<file path="config.mk">
export PLATFORM = sky130hd
export DESIGN_NAME = dmem_responder
export DESIGN_NICKNAME = d
export VERILOG_FILES = /design/src/rtl/dmem_responder.sv
export SDC_FILE = /design/constraint.sdc
export NUM_CORES = 2
export LEC_CHECK = 0
export ABC_AREA = 1
export BUFFER_PORTS_ARGS = -buffer_cell sky130_fd_sc_hd__buf_2
export CORE_ASPECT_RATIO = 1.2
export CORE_MARGIN = 1.5
export CORE_UTILIZATION = 35
export DETAILED_ROUTE_END_ITERATION = 12
export SLEW_MARGIN = 20
export SYNTH_ARGS = -nofsm -noshare
export SYNTH_HDL_FRONTEND = slang
export SYNTH_SLANG_ARGS = --single-unit
</file>
<file path="constraint.sdc">
create_clock -name clk -period 5.3 [get_ports clk]
set_input_delay 1.06 -clock clk [delete_from_list [all_inputs] [get_ports clk]]
set_output_delay 1.06 -clock clk [all_outputs]
set_load 0.01 [all_outputs]
</file>
<file path="src/rtl/dmem_responder.sv">
// -----------------------------------------------------------------------------
// dmem_responder
//   Single-outstanding data-memory responder for a core's load/store port.
//   A request is captured when the FSM is IDLE, waits LATENCY cycles, performs
//   one access against a small word RAM or one of two MMIO registers (LED,
//   free-running cycle counter) and then holds the response until the core
//   takes it.
//
// Handshake semantics: a transfer happens on a rising clk edge where both
//   valid and ready are 1. req_* fields are only sampled on the request
//   transfer edge. rsp_valid/rsp_rdata/rsp_err stay constant from the first
//   cycle rsp_valid is 1 until the response transfer edge.
//
// Ports:
//   clk, reset              clock (rising edge), asynchronous active-high reset
//   req_valid / req_ready   request handshake (req_ready = 1 exactly in IDLE)
//   req_we                  1 = write, 0 = read
//   req_addr [31:0]         byte address
//   req_wdata[31:0]         write data
//   req_be   [3:0]          byte-lane write enables (ignored for reads)
//   rsp_valid / rsp_ready   response handshake
//   rsp_rdata[31:0]         read data (0 for writes, faults, or when !rsp_valid)
//   rsp_err                 access fault (0 when !rsp_valid)
//   led_out  [7:0]          MMIO LED register
//
// Address map:
//   0x0000_0000 .. DEPTH*4-1   RAM, word-indexed by addr[log2(DEPTH)+1:2]
//   0x1000_0000                LED register (bits 7:0 R/W, upper bits read 0)
//   0x1000_0004                cycle counter (read-only)
//   Misaligned, unmapped, or counter-write accesses fault: rsp_err=1, no write.
// -----------------------------------------------------------------------------
module dmem_responder #(
    parameter int DEPTH   = 64,
    parameter int LATENCY = 2
) (
    input  logic        clk,
    input  logic        reset,
    input  logic        req_valid,
    output logic        req_ready,
    input  logic        req_we,
    input  logic [31:0] req_addr,
    input  logic [31:0] req_wdata,
    input  logic [3:0]  req_be,
    output logic        rsp_valid,
    input  logic        rsp_ready,
    output logic [31:0] rsp_rdata,
    output logic        rsp_err,
    output logic [7:0]  led_out
);

    localparam int          AW       = $clog2(DEPTH);
    localparam logic [3:0]  LAT      = 4'(LATENCY);
    localparam logic [31:0] LED_ADDR = 32'h1000_0000;
    localparam logic [31:0] CYC_ADDR = 32'h1000_0004;

    typedef enum logic [1:0] {
        IDLE = 2'd0,
        WAIT = 2'd1,
        RESP = 2'd2
    } state_t;

    state_t      state_q, state_d;
    logic        fire;          // the access happens on this edge
    logic        accept;

    logic [3:0]  wcnt_q;
    logic        we_q;
    logic [31:0] addr_q;
    logic [31:0] wdata_q;
    logic [3:0]  be_q;

    logic [31:0] cyc_q;
    logic [7:0]  led_q;
    logic [31:0] rdata_q;
    logic        err_q;

    logic [31:0] mem [DEPTH];

    // Access operands: with no wait stage the access happens on the acceptance
    // edge itself, so it must use the live request rather than the captured copy.
    logic        a_we;
    logic [31:0] a_addr;
    logic [31:0] a_wdata;
    logic [3:0]  a_be;

    generate
        if (LATENCY == 0) begin : g_direct
            assign a_we    = req_we;
            assign a_addr  = req_addr;
            assign a_wdata = req_wdata;
            assign a_be    = req_be;
        end else begin : g_waited
            assign a_we    = we_q;
            assign a_addr  = addr_q;
            assign a_wdata = wdata_q;
            assign a_be    = be_q;
        end
    endgenerate

    // ------------------------------------------------------------------
    // FSM
    // ------------------------------------------------------------------
    assign accept = (state_q == IDLE) && req_valid;

    always_ff @(posedge clk or posedge reset) begin
        if (reset) begin
            state_q <= IDLE;
        end else begin
            state_q <= state_d;
        end
    end

    always_comb begin
        state_d = state_q;
        fire    = 1'b0;
        case (state_q)
            IDLE: begin
                if (req_valid) begin
                    if (LATENCY == 0) begin
                        state_d = RESP;
                        fire    = 1'b1;
                    end else begin
                        state_d = WAIT;
                    end
                end
            end
            WAIT: begin
                // Counter sits at 0 for one edge before the access, giving the
                // response LATENCY+1 edges after acceptance.
                if (wcnt_q == 4'd0) begin
                    state_d = RESP;
                    fire    = 1'b1;
                end
            end
            RESP: begin
                if (rsp_ready) begin
                    state_d = IDLE;
                end
            end
            default: state_d = IDLE;
        endcase
    end

    // ------------------------------------------------------------------
    // Address decode and access result
    // ------------------------------------------------------------------
    logic          is_ram, is_led, is_cyc, acc_err;
    logic [AW-1:0] ram_idx;
    logic [31:0]   acc_rdata;
    logic          ram_we, led_we;

    always_comb begin
        is_ram    = (a_addr[31:AW+2] == '0);
        is_led    = (a_addr == LED_ADDR);
        is_cyc    = (a_addr == CYC_ADDR);
        ram_idx   = a_addr[AW+1:2];
        acc_err   = (a_addr[1:0] != 2'b00)
                  | ~(is_ram | is_led | is_cyc)
                  | (a_we & is_cyc);
        acc_rdata = 32'h0;
        if (!acc_err && !a_we) begin
            if (is_ram) begin
                acc_rdata = mem[ram_idx];
            end else if (is_led) begin
                acc_rdata = {24'h0, led_q};
            end else begin
                acc_rdata = cyc_q;
            end
        end
    end

    // The RAM has no reset, so its write enable carries reset explicitly to
    // keep an in-flight write from landing while reset is asserted.
    assign ram_we = fire & a_we & is_ram & ~acc_err & ~reset;
    assign led_we = fire & a_we & is_led & a_be[0] & ~acc_err;

    always_ff @(posedge clk) begin
        if (ram_we) begin
            for (int i = 0; i < 4; i++) begin
                if (a_be[i]) begin
                    mem[ram_idx][8*i +: 8] <= a_wdata[8*i +: 8];
                end
            end
        end
    end

    // ------------------------------------------------------------------
    // Datapath registers
    // ------------------------------------------------------------------
    always_ff @(posedge clk or posedge reset) begin
        if (reset) begin
            wcnt_q  <= 4'd0;
            we_q    <= 1'b0;
            addr_q  <= 32'h0;
            wdata_q <= 32'h0;
            be_q    <= 4'h0;
            cyc_q   <= 32'h0;
            led_q   <= 8'h0;
            rdata_q <= 32'h0;
            err_q   <= 1'b0;
        end else begin
            cyc_q <= cyc_q + 32'd1;

            if (accept) begin
                we_q    <= req_we;
                addr_q  <= req_addr;
                wdata_q <= req_wdata;
                be_q    <= req_be;
                wcnt_q  <= LAT;
            end else if (state_q == WAIT && wcnt_q != 4'd0) begin
                wcnt_q <= wcnt_q - 4'd1;
            end

            if (led_we) begin
                led_q <= a_wdata[7:0];
            end

            if (fire) begin
                rdata_q <= acc_rdata;
                err_q   <= acc_err;
            end else if (state_q == RESP && rsp_ready) begin
                rdata_q <= 32'h0;
                err_q   <= 1'b0;
            end
        end
    end

    // ------------------------------------------------------------------
    // Outputs
    // ------------------------------------------------------------------
    assign req_ready = (state_q == IDLE);
    assign rsp_valid = (state_q == RESP);
    assign rsp_rdata = rsp_valid ? rdata_q : 32'h0;
    assign rsp_err   = rsp_valid & err_q;
    assign led_out   = led_q;

endmodule

</file>
==> results by group <==
Critical path
  – Worst r2r src: a_addr[4]
  – CP startpoint kind: register
  – Critical path origin: a_addr[4]
  – CP Class: reg -> reg
  – CP endpoint kind: register
  – Critical path endpoint: mem[6][30]
  – Critical Path AT: 4.80 ns
  – Reg2reg end: mem[6][30]
  – R2R depth: 6
  – CP required: 5.85 ns
  – R2r setup slk: 1.05 ns
  – Worst Path Max Fanout: 132

Yosys
  – Post-synthesis instance total: 7458
  – Largest cells by area after synthesis: edfxtp_1 69%, nand2_1 7.5%, nand3_1 4.9%
  – Yosys top cell by area: edfxtp_1
  – Synth Register Bits: 2196
  – Synth Net Count: 7534
  – Distinct cells, synth: 36
  – Post-synthesis sequential area ratio: 0.733
  – Ys Warns: 0
  – Mean Syn Cell Area: 11.9 µm²
  – Synthesized area: 88900 µm²
  – Synth top area share: 0.692

Cells and area
  – Post-Layout Cell Count: 11200
  – Nets: 7742
  – Area Overhead vs Synth: 14.1%
  – Utilization after layout: 0.402
  – Share of cells above drive strength 1: 0.122

Route
  – Drt pass-1 iters: 6
  – Drt total wl: 289 mm
  – Routed WL per cell: 25.7 µm
  – Total number of vias: 60600
  – DR vias/cell: 5.40
  – Antenna Nets Post-Route: 0
  – DR iter-0 viols: 6718
  – # DRC: 0

Placed design
  – PortBufs: 115
  – HPWL after DPL: 179 mm
  – GPL Wtd Cong: 0.933
  – Dpl cells: 10800

Clocking
  – CTS Hold Buffers Added: 0
  – Sink Count: 2196
  – Total clock buffers created by CTS: 203
  – Postcts setup bufs: 0
  – CTS tree: done
  – Clk slew on worst S/H paths: 0.06 ns
  – Max Root-Sink Buffers: 3
  – Post-CTS sizing: 0
  – H-tree depth: 4
  – Cell at the root of the clock tree: clkbuf_16
  – Clock Latency Late Sink: 0.88 ns

STA
  – Crit path time final: 4.25 ns
  – Final Hold Viols: 0
  – Setup TNS: 0 ns
  – Worst Tran Pin Value: 1.19 ns
  – Slew Limit Fails: 0
  – Fmax: 235 MHz
  – Setup Skew: 0.0687 ns
  – RSZ-0062 raised after global routing: no
  – Final setup viols: 0
  – Worst rel slew slack: 0.203
  – Final worst-path cycle share: 0.803

GRT
  – Vias in the first global route: 60000
  – First-pass GRT wire length: 412 mm
  – Initial antenna violation count: 19
  – Global route total overflow: 0
  – Pin count of the biggest net entering global routing: 158
  – Gr usage total: 0.220

Pwr
  – Leakage power: 0.0354 µW
  – Max VDD drop: 0.571 mV
  – PwrDens: 547 nW/µm²

Min path
  – Hold Crit Class: in -> async

Floorplanning
  – Core Box Area: 252000 µm²
  – Die area: 257000 µm²
  – Rows: 202
  – Die boundary width: 463 µm
  – I/O pin cnt: 116
  – Starting Density: 0.352
  – Vert. Die Dim: 555 µm

Outcome
  – Status: completed

Flow run
  – Max-cap viol count: 0
synth_stat cells:
master / n
nand2_2: 1
nand3_1: 877
buf_6: 2
inv_2: 4
nor3_1: 278
nor3_2: 4
buf_2: 194
clkinv_1: 1
nand2_1: 1783
or2_2: 93
nor4_1: 5
o21ai_0: 215
o2111ai_1: 84
o21ai_1: 13
nand3_2: 2
nor3_4: 1
dfrtp_1: 148
a21oi_1: 57
o22ai_1: 4
nor2_1: 874
buf_1: 40
inv_1: 200
nand3b_1: 1
buf_4: 6
ha_1: 3
and3_2: 1
nand4_1: 25
xor2_1: 19
nand4_2: 2
a211oi_1: 10
nor2_2: 4
xnor2_1: 11
edfxtp_1: 2048
clkbuf_1: 231
o211ai_1: 215
nor2_4: 2
worst min path at each step:
stage,to,startpoint,depth (start not counted)
6_report,rdata_q[30],reset,2
5_1_grt,rdata_q[30],reset,2
4_1_cts,rdata_q[30],reset,2
3_5_place_dp,wcnt_q[3],wcnt_q[3],1
3_3_place_gp,wcnt_q[3],wcnt_q[3],1
2_1_floorplan,wcnt_q[3],wcnt_q[3],1
layout make-up:
type / instances / area (µm²)
antenna: 11 / 27.5
clock buffer: 249 / 5440
clock inverter: 133 / 1250
fill: 23600 / 151000
inverter: 205 / 797
multi-input combinational: 4584 / 20900
sequential: 2196 / 65300
tap: 3366 / 4210
timing repair buffer: 476 / 3470
where the power goes:
part | switching, µW | internal (µW)
Clock | 6570 | 8200
Combinational | 13100 | 3830
Sequential | 2230 | 21600
critical path: stages, from the launching register on:
cell and delay [ns]:
dfrtp_4 0.66, inv_8 0.23, buf_12 0.25, nor3_1 0.85, nand2_1 0.84, nor3_1 0.44
buf_4 0.23
kinds of logic (layout without fill, tap and decap cells):
| group | after synthesis | after routing | share of synthesized area |
|---|---|---|---|
| simple gates | 3953 | 3953 | 0.188 |
| flops | 2196 | 2196 | 0.733 |
| buf+inv | 678 | 1063 | 0.0318 |
| compound gates | 598 | 598 | 0.0436 |
| xor+xnor | 30 | 30 | 0.00296 |
| fa+ha+maj | 3 | 3 | 0.000422 |
| other cells | 0 | 11 | 0 |
state kept, by name, summed over array words and instances (netlist names), 2 cells and up:
register and flops:
a_wdata 32, state_q 2, wcnt_q 4, cyc_q 32, mem 2048, a_be 4
led_out 8, a_addr 32, rdata_q 32
through the flow:
step / cell area, µm² / hold WS, ns / power, µW / setup WS, ns
global route: 101000 / 0.151 / 57400 / 1.04
finish: 101000 / 0.157 / 55500 / 1.05
detailed placement: 94800 / 0.462 / 40800 / 1.52
global placement: 94800 / 0.453 / 40700 / 1.47
CTS: 101000 / 0.119 / 55400 / 1.50
floorplan: 88900 / 0.435 / 32700 / 0.823
per-layer routing:
| layer | vias up | routed length (µm) | share of wire | GRT usage |
|---|---|---|---|---|
| met5 | - | 110 | 0.00038 | 0 |
| met4 | 16 | 22000 | 0.076 | 0.148 |
| met3 | 758 | 24200 | 0.084 | 0.0428 |
| met2 | 3098 | 137000 | 0.47 | 0.361 |
| met1 | 30000 | 106000 | 0.37 | 0.262 |
| li1 | 26800 | - | - | - |
layout by cell type (no fill, tap or decap), drive strengths merged:
cell,n
edfxtp,2048
nand2,1784
nor2,880
nand3,879
buf,476
nor3,283
clkbuf,249
o21ai,228
o211ai,215
inv,209
dfrtp,148
clkinv,94
or2,93
o2111ai,84
a21oi,57
nand4,27
xor2,19
bufinv,18
clkinvlp,17
diode,11
xnor2,11
a211oi,10
nor4,5
o22ai,4
ha,3
and3,1
nand3b,1
Power figures use the tool's default switching activity.
